$ cat src/rtl/sv_types_pkg.sv
// sv_types_pkg: shared types for the ALU command issuer.
//   opcode_t       - 2-bit ALU opcode (ADD/SUB/AND/OR)
//   issuer_state_t - issuer FSM states
//   alu_cmd_t      - default-width command record {op, a, b}
package sv_types_pkg;

    localparam int unsigned W_DEF = 8;

    typedef enum logic [1:0] {
        OP_ADD = 2'd0,
        OP_SUB = 2'd1,
        OP_AND = 2'd2,
        OP_OR  = 2'd3
    } opcode_t;

    typedef enum logic [1:0] {
        IDLE = 2'd0,
        EXEC = 2'd1,
        RESP = 2'd2
    } issuer_state_t;

    // Default-width command record; the issuer builds its own record of the
    // same layout sized by its W parameter.
    typedef struct packed {
        opcode_t          op;
        logic [W_DEF-1:0] a;
        logic [W_DEF-1:0] b;
    } alu_cmd_t;

endpackage

$ cat src/rtl/sv_cmd_fifo.sv
// sv_cmd_fifo: synchronous FIFO holding issuer commands, no write-to-read bypass.
// Ports:
//   clk, rst            - clock, synchronous active-high reset
//   push, push_data     - write request (ignored when full) and entry
//   pop, pop_data       - read request (ignored when empty) and head entry
//   full, empty         - occupancy status
module sv_cmd_fifo
    import sv_types_pkg::*;
#(
    parameter int unsigned DEPTH = 4,
    parameter type         T     = alu_cmd_t
) (
    input  logic clk,
    input  logic rst,
    input  logic push,
    input  T     push_data,
    input  logic pop,
    output T     pop_data,
    output logic full,
    output logic empty
);

    localparam int unsigned AW = $clog2(DEPTH);
    localparam int unsigned CW = AW + 1;

    T              mem_q [DEPTH];
    logic [AW-1:0] wr_ptr_q;
    logic [AW-1:0] rd_ptr_q;
    logic [CW-1:0] count_q;
    logic          do_push;
    logic          do_pop;

    assign full     = (count_q == CW'(DEPTH));
    assign empty    = (count_q == '0);
    assign do_push  = push && !full;
    assign do_pop   = pop && !empty;
    assign pop_data = mem_q[rd_ptr_q];

    // Storage needs no reset: entries are only visible through count_q.
    always_ff @(posedge clk) begin
        if (do_push) begin
            mem_q[wr_ptr_q] <= push_data;
        end
    end

    // Pointers wrap naturally since DEPTH is a power of two.
    always_ff @(posedge clk) begin
        if (rst) begin
            wr_ptr_q <= '0;
            rd_ptr_q <= '0;
            count_q  <= '0;
        end else begin
            if (do_push) begin
                wr_ptr_q <= wr_ptr_q + AW'(1);
            end
            if (do_pop) begin
                rd_ptr_q <= rd_ptr_q + AW'(1);
            end
            case ({do_push, do_pop})
                2'b10:   count_q <= count_q + CW'(1);
                2'b01:   count_q <= count_q - CW'(1);
                default: count_q <= count_q;
            endcase
        end
    end

endmodule

$ cat src/rtl/sv_alu_issuer.sv
// sv_alu_issuer: in-order command front end for a 4-op combinational ALU.
// Commands are queued in sv_cmd_fifo, issued one at a time onto alu_op/a/b,
// and the ALU result is returned over a valid/ready response handshake.
// Ports:
//   clk, rst                           - clock, synchronous active-high reset
//   cmd_valid/cmd_ready/cmd_op/a/b     - command handshake (cmd_ready = not full)
//   alu_op/alu_a/alu_b, alu_res        - registered ALU drive, combinational result
//   rsp_valid/rsp_ready/rsp_res/rsp_op - response handshake
//   busy                               - FSM not idle or commands queued
//   rsp_flags {zero, neg}              - only when SV_ALU_ISSUER_FLAGS_EN is defined
module sv_alu_issuer
    import sv_types_pkg::*;
#(
    parameter int unsigned W     = W_DEF,
    parameter int unsigned DEPTH = 4
) (
    input  logic         clk,
    input  logic         rst,
    input  logic         cmd_valid,
    output logic         cmd_ready,
    input  logic [1:0]   cmd_op,
    input  logic [W-1:0] cmd_a,
    input  logic [W-1:0] cmd_b,
    output logic [1:0]   alu_op,
    output logic [W-1:0] alu_a,
    output logic [W-1:0] alu_b,
    input  logic [W-1:0] alu_res,
    output logic         rsp_valid,
    input  logic         rsp_ready,
    output logic [W-1:0] rsp_res,
    output logic [1:0]   rsp_op,
    output logic         busy
`ifdef SV_ALU_ISSUER_FLAGS_EN
    ,
    output logic [1:0]   rsp_flags
`endif
);

    typedef struct packed {
        opcode_t      op;
        logic [W-1:0] a;
        logic [W-1:0] b;
    } cmd_t;

    cmd_t          push_data;
    cmd_t          pop_data;
    logic          fifo_full;
    logic          fifo_empty;
    logic          pop;

    issuer_state_t state_q, state_d;
    opcode_t       alu_op_q;
    logic [W-1:0]  alu_a_q;
    logic [W-1:0]  alu_b_q;
    logic          rsp_valid_q;
    logic [W-1:0]  rsp_res_q;
    opcode_t       rsp_op_q;

    always_comb begin
        push_data    = '0;
        push_data.op = opcode_t'(cmd_op);
        push_data.a  = cmd_a;
        push_data.b  = cmd_b;
    end

    sv_cmd_fifo #(
        .DEPTH (DEPTH),
        .T     (cmd_t)
    ) u_fifo (
        .clk       (clk),
        .rst       (rst),
        .push      (cmd_valid),
        .push_data (push_data),
        .pop       (pop),
        .pop_data  (pop_data),
        .full      (fifo_full),
        .empty     (fifo_empty)
    );

    // Next-state and pop decode.
    always_comb begin
        state_d = state_q;
        pop     = 1'b0;
        case (state_q)
            IDLE: begin
                if (!fifo_empty) begin
                    pop     = 1'b1;
                    state_d = EXEC;
                end
            end
            EXEC: state_d = RESP;
            RESP: begin
                if (rsp_ready) begin
                    state_d = IDLE;
                end
            end
            default: state_d = IDLE;
        endcase
    end

    always_ff @(posedge clk) begin
        if (rst) begin
            state_q     <= IDLE;
            alu_op_q    <= OP_ADD;
            alu_a_q     <= '0;
            alu_b_q     <= '0;
            rsp_valid_q <= 1'b0;
            rsp_res_q   <= '0;
            rsp_op_q    <= OP_ADD;
        end else begin
            state_q <= state_d;
            // ALU operands only move on a pop; they hold between commands.
            if (pop) begin
                alu_op_q <= pop_data.op;
                alu_a_q  <= pop_data.a;
                alu_b_q  <= pop_data.b;
            end
            if (state_q == EXEC) begin
                rsp_valid_q <= 1'b1;
                rsp_res_q   <= alu_res;
                rsp_op_q    <= alu_op_q;
            end else if (state_q == RESP && rsp_ready) begin
                rsp_valid_q <= 1'b0;
            end
        end
    end

`ifdef SV_ALU_ISSUER_FLAGS_EN
    logic [1:0] rsp_flags_q;

    always_ff @(posedge clk) begin
        if (rst) begin
            rsp_flags_q <= 2'b00;
        end else if (state_q == EXEC) begin
            rsp_flags_q <= {(alu_res == '0), alu_res[W-1]};
        end
    end

    assign rsp_flags = rsp_flags_q;
`endif

    assign cmd_ready = !fifo_full;
    assign alu_op    = alu_op_q;
    assign alu_a     = alu_a_q;
    assign alu_b     = alu_b_q;
    assign rsp_valid = rsp_valid_q;
    assign rsp_res   = rsp_res_q;
    assign rsp_op    = rsp_op_q;
    assign busy      = (state_q != IDLE) || !fifo_empty;

endmodule

$ cat config.mk
export PLATFORM = sky130hd
export DESIGN_NAME = sv_alu_issuer
export DESIGN_NICKNAME = d
export VERILOG_FILES = /design/src/rtl/sv_types_pkg.sv /design/src/rtl/sv_cmd_fifo.sv /design/src/rtl/sv_alu_issuer.sv
export SDC_FILE = /design/constraint.sdc
export NUM_CORES = 1
export LEC_CHECK = 0
export ABC_AREA = 1
export CAP_MARGIN = 5
export CORE_MARGIN = 10
export CORE_UTILIZATION = 45
export DETAILED_ROUTE_END_ITERATION = 8
export PLACE_DENSITY_LB_ADDON = 0.1
export REMOVE_ABC_BUFFERS = 1
export SYNTH_ARGS = -nofsm -noshare
export SYNTH_HDL_FRONTEND = slang
export SYNTH_SLANG_ARGS = --single-unit
$ cat constraint.sdc
create_clock -name clk -period 1.8 [get_ports clk]
set_clock_uncertainty 0.15 [all_clocks]
set_input_delay 0.18 -clock clk [delete_from_list [all_inputs] [get_ports clk]]
set_output_delay 0.18 -clock clk [all_outputs]
set_load 0.05 [all_outputs]
==> flow_summary.toml, run 1 <==
[route]
num_vias = 3306
route.detailed.drc = 0
first_pass_iters = 5
drtAntennaViolNets = 0
drt-vias-per-instance = 4.50
drtIter0Drc = 165
wl_per_cell_um = 12.8
wl_um = 9380

[die]
coreArea_mm2 = 0.0102
die_h_um = 122
die_x_um = 122
pin_count = 61
initial_core_util_pct = 45.7
rows = 37
dieArea_mm2 = 0.0148

[setup_path]
path_class = "register to register"
reg2reg_depth = 10
r2r-end = "u_fifo.count_q[2]$_SDFFE_PP0P_"
cp_data_required_time_ns = 1.92
start_kind = "register"
crit_fanout = 3
cp-end-kind = "register"
worstPathArrival_ns = 1.90
regToRegSetupSlack_ns = 0.02
reg2reg_from = "u_fifo.count_q[1]$_SDFFE_PP0P_"

[global_route]
grt_pass1_vias = 3168
grt_usage_pct = 13.0
overflow = 0
grt_first_pass_wirelength_um = 15400
antenna_found_initial = 0
grt_max_degree = 40

[flow_run]
maxCapViolCount = 0

[power]
cellPowerDensity_mw_per_mm2 = 1550
p_leak_nw = 2.64
ir_drop_uv = 859

[place]
port_buffers = 60
place_congestion = 0.745
place_hpwl_um = 6250
dpl_cell_area_mm2 = 0.00548

[clocking]
cts_max_path_buffers = 2
cts_sinks = 110
htree_num_levels = 3
tritoncts = "done"
clk_latency_ns = 0.37
cts_root_buffer = "clkbuf_8"
cts_made_buffers = 9
clk_pin_slew_ns = 0.10

[timing]
tightest_slew_ns = 0.416
max_freq_ghz = 0.561
setup_viol = 0
hold_viol_final = 0
post-route-period-util_pct = 99.0
hold_ws_ns = 0.244
slew_violations = 0
rsz0062_at_grt = "true"
min_period_ns = 1.78
slew_headroom_pct = 72.3

[hold_path]
hold_class = "input pin to register"
hp-start = "alu_res[3]"
min_to = "rsp_res[3]$_SDFFE_PP0P_"
min_path_cells = 3

[yosys]
synth_cell_types = 21
synth_warnings = 0
ys_ff_latch = 110
syn_area_mm2 = 0.00465
ys_seq_area_share_pct = 62.8
syn_inst = 512
syn_area_per_cell_um2 = 9.08

[cells_and_area]
diodes = 0
fin_area_mm2 = 0.00572
layout-drive-gt1-share_pct = 15.5
area_growth_pct = 23.1
nets = 630

[status]
outcome = "complete, no violations"
-- state kept, by name, indices dropped and copies added, names as in the netlist, 3 cells and up --
signal / flops
rsp_res: 8
u_fifo.mem_q: 72
alu_b: 8
alu_a: 8
u_fifo.count_q: 3
-- report_power, final --
part	switching, mW	internal (mW)	total [mW]
Clock	0.814	0.508	1.32
Sequential	0.191	3.15	3.34
Combinational	2.71	1.50	4.21
-- stage by stage --
stage          setup TNS, ns  power, mW  setup slack (ns)  std cells  utilization (%)
2_1_floorplan         -49.76       5.99            -0.650        492                -
3_3_place_gp          -0.140       7.35            -0.121        713             53.8
3_5_place_dp          -0.251       7.43            -0.184        713             53.8
4_1_cts                    0       8.86            0.0176        733             55.8
5_1_grt               -0.129       9.54           -0.0718        735             56.2
6_report                   0       8.88            0.0180        735             56.2
-- layout by cell type (no fill, tap or decap), drive strengths merged --
master / netlist / routed
nand2: 139 / 139
inv: 105 / 106
edfxtp: 72 / 72
nor2: 66 / 66
buf: 19 / 62
nand3: 42 / 42
dfxtp: 38 / 38
clkdlybuf4s50: 0 / 29
o21ai: 13 / 13
clkbuf: 1 / 11
a21oi: 7 / 7
ha: 5 / 5
clkinvlp: 0 / 3
clkinv: 1 / 2
xor2: 1 / 1
nand3b: 1 / 1
a31oi: 1 / 1
fa: 1 / 1
-- timing repair --
action                                  in CTS  in global routing
hold buffers                                 0                  0
endpoints found under the setup margin       1                  3
setup buffers                                4                  2
resized for setup                            5                  7
pin swaps                                    2                  6
-- cell families (layout without fill, tap and decap cells) --
group	Yosys count	after routing	share of synthesized area, %
adder cells (fa/ha/maj)	6	6	1.78
AO/OA/AOI/OAI	21	21	2.29
XOR/XNOR	1	1	0.188
flip-flops	110	110	62.8
AND/OR/NAND/NOR	248	248	21.3
buffers and inverters	126	213	11.6
-- critical path, stage by stage (launching register included) --
cell and delay [ns]:
dfxtp_2 0.35, nor2_4 0.13, nand2_2 0.07, nand2_2 0.07, inv_2 0.05, ha_4 0.16, fa_2 0.36, nand2_1 0.09
nand3_1 0.08, o21ai_1 0.12, nor2_1 0.06
-- cell usage after synthesis --
master	instances	share of area (%)
nand3_1	42	4.5
xor2_1	1	0.19
clkbuf_1	1	0.081
a21oi_1	7	0.75
dfxtp_1	38	16
buf_6	5	1.2
buf_2	10	1.1
ha_1	5	1.3
inv_1	102	8.2
a31oi_1	1	0.13
edfxtp_1	72	46
o21ai_0	13	1.4
inv_2	3	0.24
nand2_2	1	0.13
buf_4	4	0.65
fa_1	1	0.43
clkinv_1	1	0.081
nand2_1	138	11
nor2_1	65	5.2
nand3b_1	1	0.16
nor2_2	1	0.13
-- metal layers --
metal | share of wire (%) | up-vias | global-route usage [%]
met5 | 0 | - | 0
met4 | 1.6 | 0 | 5.37
met3 | 4.9 | 13 | 3.15
met2 | 49 | 64 | 22.9
met1 | 45 | 1503 | 14.8
li1 | - | 1726 | -
-- worst max-delay path by stage --
stage | startpoint | to | slack (ns) | depth (start not counted)
floorplan | u_fifo.count_q[0]$_SDFFE_PP0P_ | u_fifo.mem_q[0][0]$_DFFE_PP_ | -0.65 | 4
global placement | cmd_valid | u_fifo.count_q[2]$_SDFFE_PP0P_ | -0.12 | 8
detailed placement | cmd_valid | u_fifo.count_q[2]$_SDFFE_PP0P_ | -0.18 | 8
CTS | u_fifo.count_q[1]$_SDFFE_PP0P_ | busy | 0.02 | 6
global route | u_fifo.count_q[1]$_SDFFE_PP0P_ | u_fifo.count_q[2]$_SDFFE_PP0P_ | -0.07 | 10
finish | u_fifo.count_q[1]$_SDFFE_PP0P_ | u_fifo.count_q[2]$_SDFFE_PP0P_ | 0.02 | 10
-- cell type report --
| class | count | area, um2 |
|---|---|---|
| clock buffers | 11 | 131 |
| clock inverters | 5 | 36.3 |
| fillers | 910 | 4460 |
| inverters | 106 | 398 |
| multi-input cells | 276 | 1230 |
| flip-flops and latches | 110 | 2930 |
| well taps | 136 | 170 |
| repair buffers | 91 | 835 |
Power figures use the tool's default switching activity.
==> inputs of run 2 (changes only) <==
--- a/config.mk
+++ b/config.mk
@@ -7,8 +7,10 @@
 export LEC_CHECK = 0
 export ABC_AREA = 1
 export CAP_MARGIN = 5
+export CELL_PAD_IN_SITES_DETAIL_PLACEMENT = 1
+export CELL_PAD_IN_SITES_GLOBAL_PLACEMENT = 2
 export CORE_MARGIN = 10
-export CORE_UTILIZATION = 45
+export CORE_UTILIZATION = 30
 export DETAILED_ROUTE_END_ITERATION = 8
 export PLACE_DENSITY_LB_ADDON = 0.1
 export REMOVE_ABC_BUFFERS = 1
==> run 2 against run 1 <==
Against the previous run: utilization shrank 17 points; sequential cell count is the same; hold slack improved by 0.024 ns; clock-buffer cell count decreased by 2; sequential share of layout area fell by 2.5 points; maximum frequency is 0.90% higher; routed wire length grew 22%; critical path depth did not move; final area is 5.1% higher; non-clock buffer count grew 10.
==> flow_summary.toml, run 2 (synthesis results as in run 1) <==
[global_route]
grt_pass1_vias = 3729
grt_max_degree = 40
grt_first_pass_wirelength_um = 18700
overflow = 0
antenna_found_initial = 0
grt_usage_pct = 11.7

[hold_path]
hp-start = "alu_res[0]"
hold_class = "input pin to register"

[setup_path]
startpoint = "u_fifo.count_q[1]$_SDFFE_PP0P_"
path_class = "register to register"
start_kind = "register"
regToRegSetupSlack_ns = 0.03
reg2reg_from = "u_fifo.count_q[1]$_SDFFE_PP0P_"
cp_cell_sequence = "nor2_4 -> nand2_2 -> nand2_2 -> inv_2 -> ha_4 -> fa_2 -> nand2_2 -> nand3_2 -> o21ai_2 -> nor2_1"
cp-end-kind = "register"
cp_top_family = "adder cells"
crit_slowest_cell = "fa_2"
cp_data_required_time_ns = 1.89
worstPathArrival_ns = 1.86
max_stage_delay_ns = 0.36
path_common_cell = "nand2_2"
crit_fanout = 2
critPathBufInv = 1

[timing]
hold_viol_final = 0
setup_viol = 0
max_freq_ghz = 0.566
rsz0062_at_grt = "true"
min_period_ns = 1.77
slew_violations = 0
slew_headroom_pct = 70.0
finalWorstSetupSlack_ns = 0.0340
tightest_slew_ns = 0.450
setup-tns-final_ns = 0
post-route-period-util_pct = 98.1

[die]
coreArea_mm2 = 0.0152
die_h_um = 145
rows = 45
die_x_um = 145
pin_count = 61
dieArea_mm2 = 0.0209
initial_core_util_pct = 30.6

[clocking]
cts_root_buffer = "clkbuf_16"
htree_num_levels = 3
cts_max_path_buffers = 2
clk_pin_slew_ns = 0.07
cts_sinks = 110
tritoncts = "done"
clk_latency_ns = 0.35
cts_hold_buffers = 0
cts_made_buffers = 9

[cells_and_area]
area_growth_pct = 29.3
fin_cells = 797
diodes = 0
layout-drive-gt1-share_pct = 18.4
layout_common_cells = "133 x nand2_1, 101 x inv_1, 72 x edfxtp_1, 66 x buf_4, 60 x nor2_1"
nets = 640
largest_register_ffs = 72
top_register = "u_fifo.mem_q"
post-route-util_pct = 39.6
final_common_cell = "nand2_1"

[flow_run]
maxCapViolCount = 0

[place]
port_buffers = 60
dp_worst_setup_slack_ns = -0.220
place_congestion = 0.719
place_hpwl_um = 7870
dp.cells = 771

[power]
ir_drop_uv = 1130
p_leak_nw = 2.76
cellPowerDensity_mw_per_mm2 = 1650

[route]
wl_per_cell_um = 14.4
drt-vias-per-instance = 4.31
first_pass_iters = 4
drtIter0Drc = 123
route.detailed.drc = 0
drtAntennaViolNets = 0
num_vias = 3433
wl_um = 11500

[status]
outcome = "complete, no violations"
==> run 2: layout make-up <==
type / instances / area (um2)
clock buffers: 9 / 225
clock inverters: 7 / 73.8
fillers: 1792 / 9190
inverters: 106 / 398
multi-input cells: 276 / 1260
flip-flops and latches: 110 / 2930
well taps: 188 / 235
repair buffers: 101 / 897
==> run 2: final timing paths <==
kind,end,depth (start not counted)
setup / recovery,u_fifo.count_q[2]$_SDFFE_PP0P_,10
hold / removal,rsp_res[0]$_SDFFE_PP0P_,3
setup reg to reg,u_fifo.count_q[2]$_SDFFE_PP0P_,10
hold reg to reg,rsp_op[1]$_SDFFE_PP0P_,2
==> run 2: per-layer routing <==
layer	vias to the layer above	wire length [um]	part of all wire [%]	global-route usage, %
met5	-	0	0	0
met4	0	162	1.4	4.47
met3	10	368	3.2	2.20
met2	31	5920	52	20.5
met1	1649	5040	44	13.8
li1	1743	-	-	-
==> run 2: power by group <==
group | switching [mW] | internal (mW)
Clock | 0.949 | 1.08
Sequential | 0.205 | 3.16
Combinational | 2.88 | 1.63
Total | 4.03 | 5.87
==> run 2: worst reg2reg max path: stages, from the launching register on <==
cell and delay, ns:
dfxtp_2 0.34, nor2_4 0.13, nand2_2 0.07, nand2_2 0.08
inv_2 0.05, ha_4 0.16, fa_2 0.36, nand2_2 0.10
nand3_2 0.07, o21ai_2 0.12, nor2_1 0.05
==> run 2: per-stage QoR <==
step	hold slack, ns	instance area (um2)	total power, mW
floorplan	0.0991	4510	5.99
global placement	0.303	5570	7.53
detailed placement	0.319	5570	7.64
CTS	0.259	5970	10.0
global route	0.278	6010	10.7
finish	0.268	6010	9.90
==> run 2: timing repair <==
action / 4_1_cts / 5_1_grt
endpoints found under the setup margin: 2 / 3
gates cloned: 0 / 0
gates resized for setup: 11 / 10
pin swaps: 9 / 10
setup buffers: 9 / 1
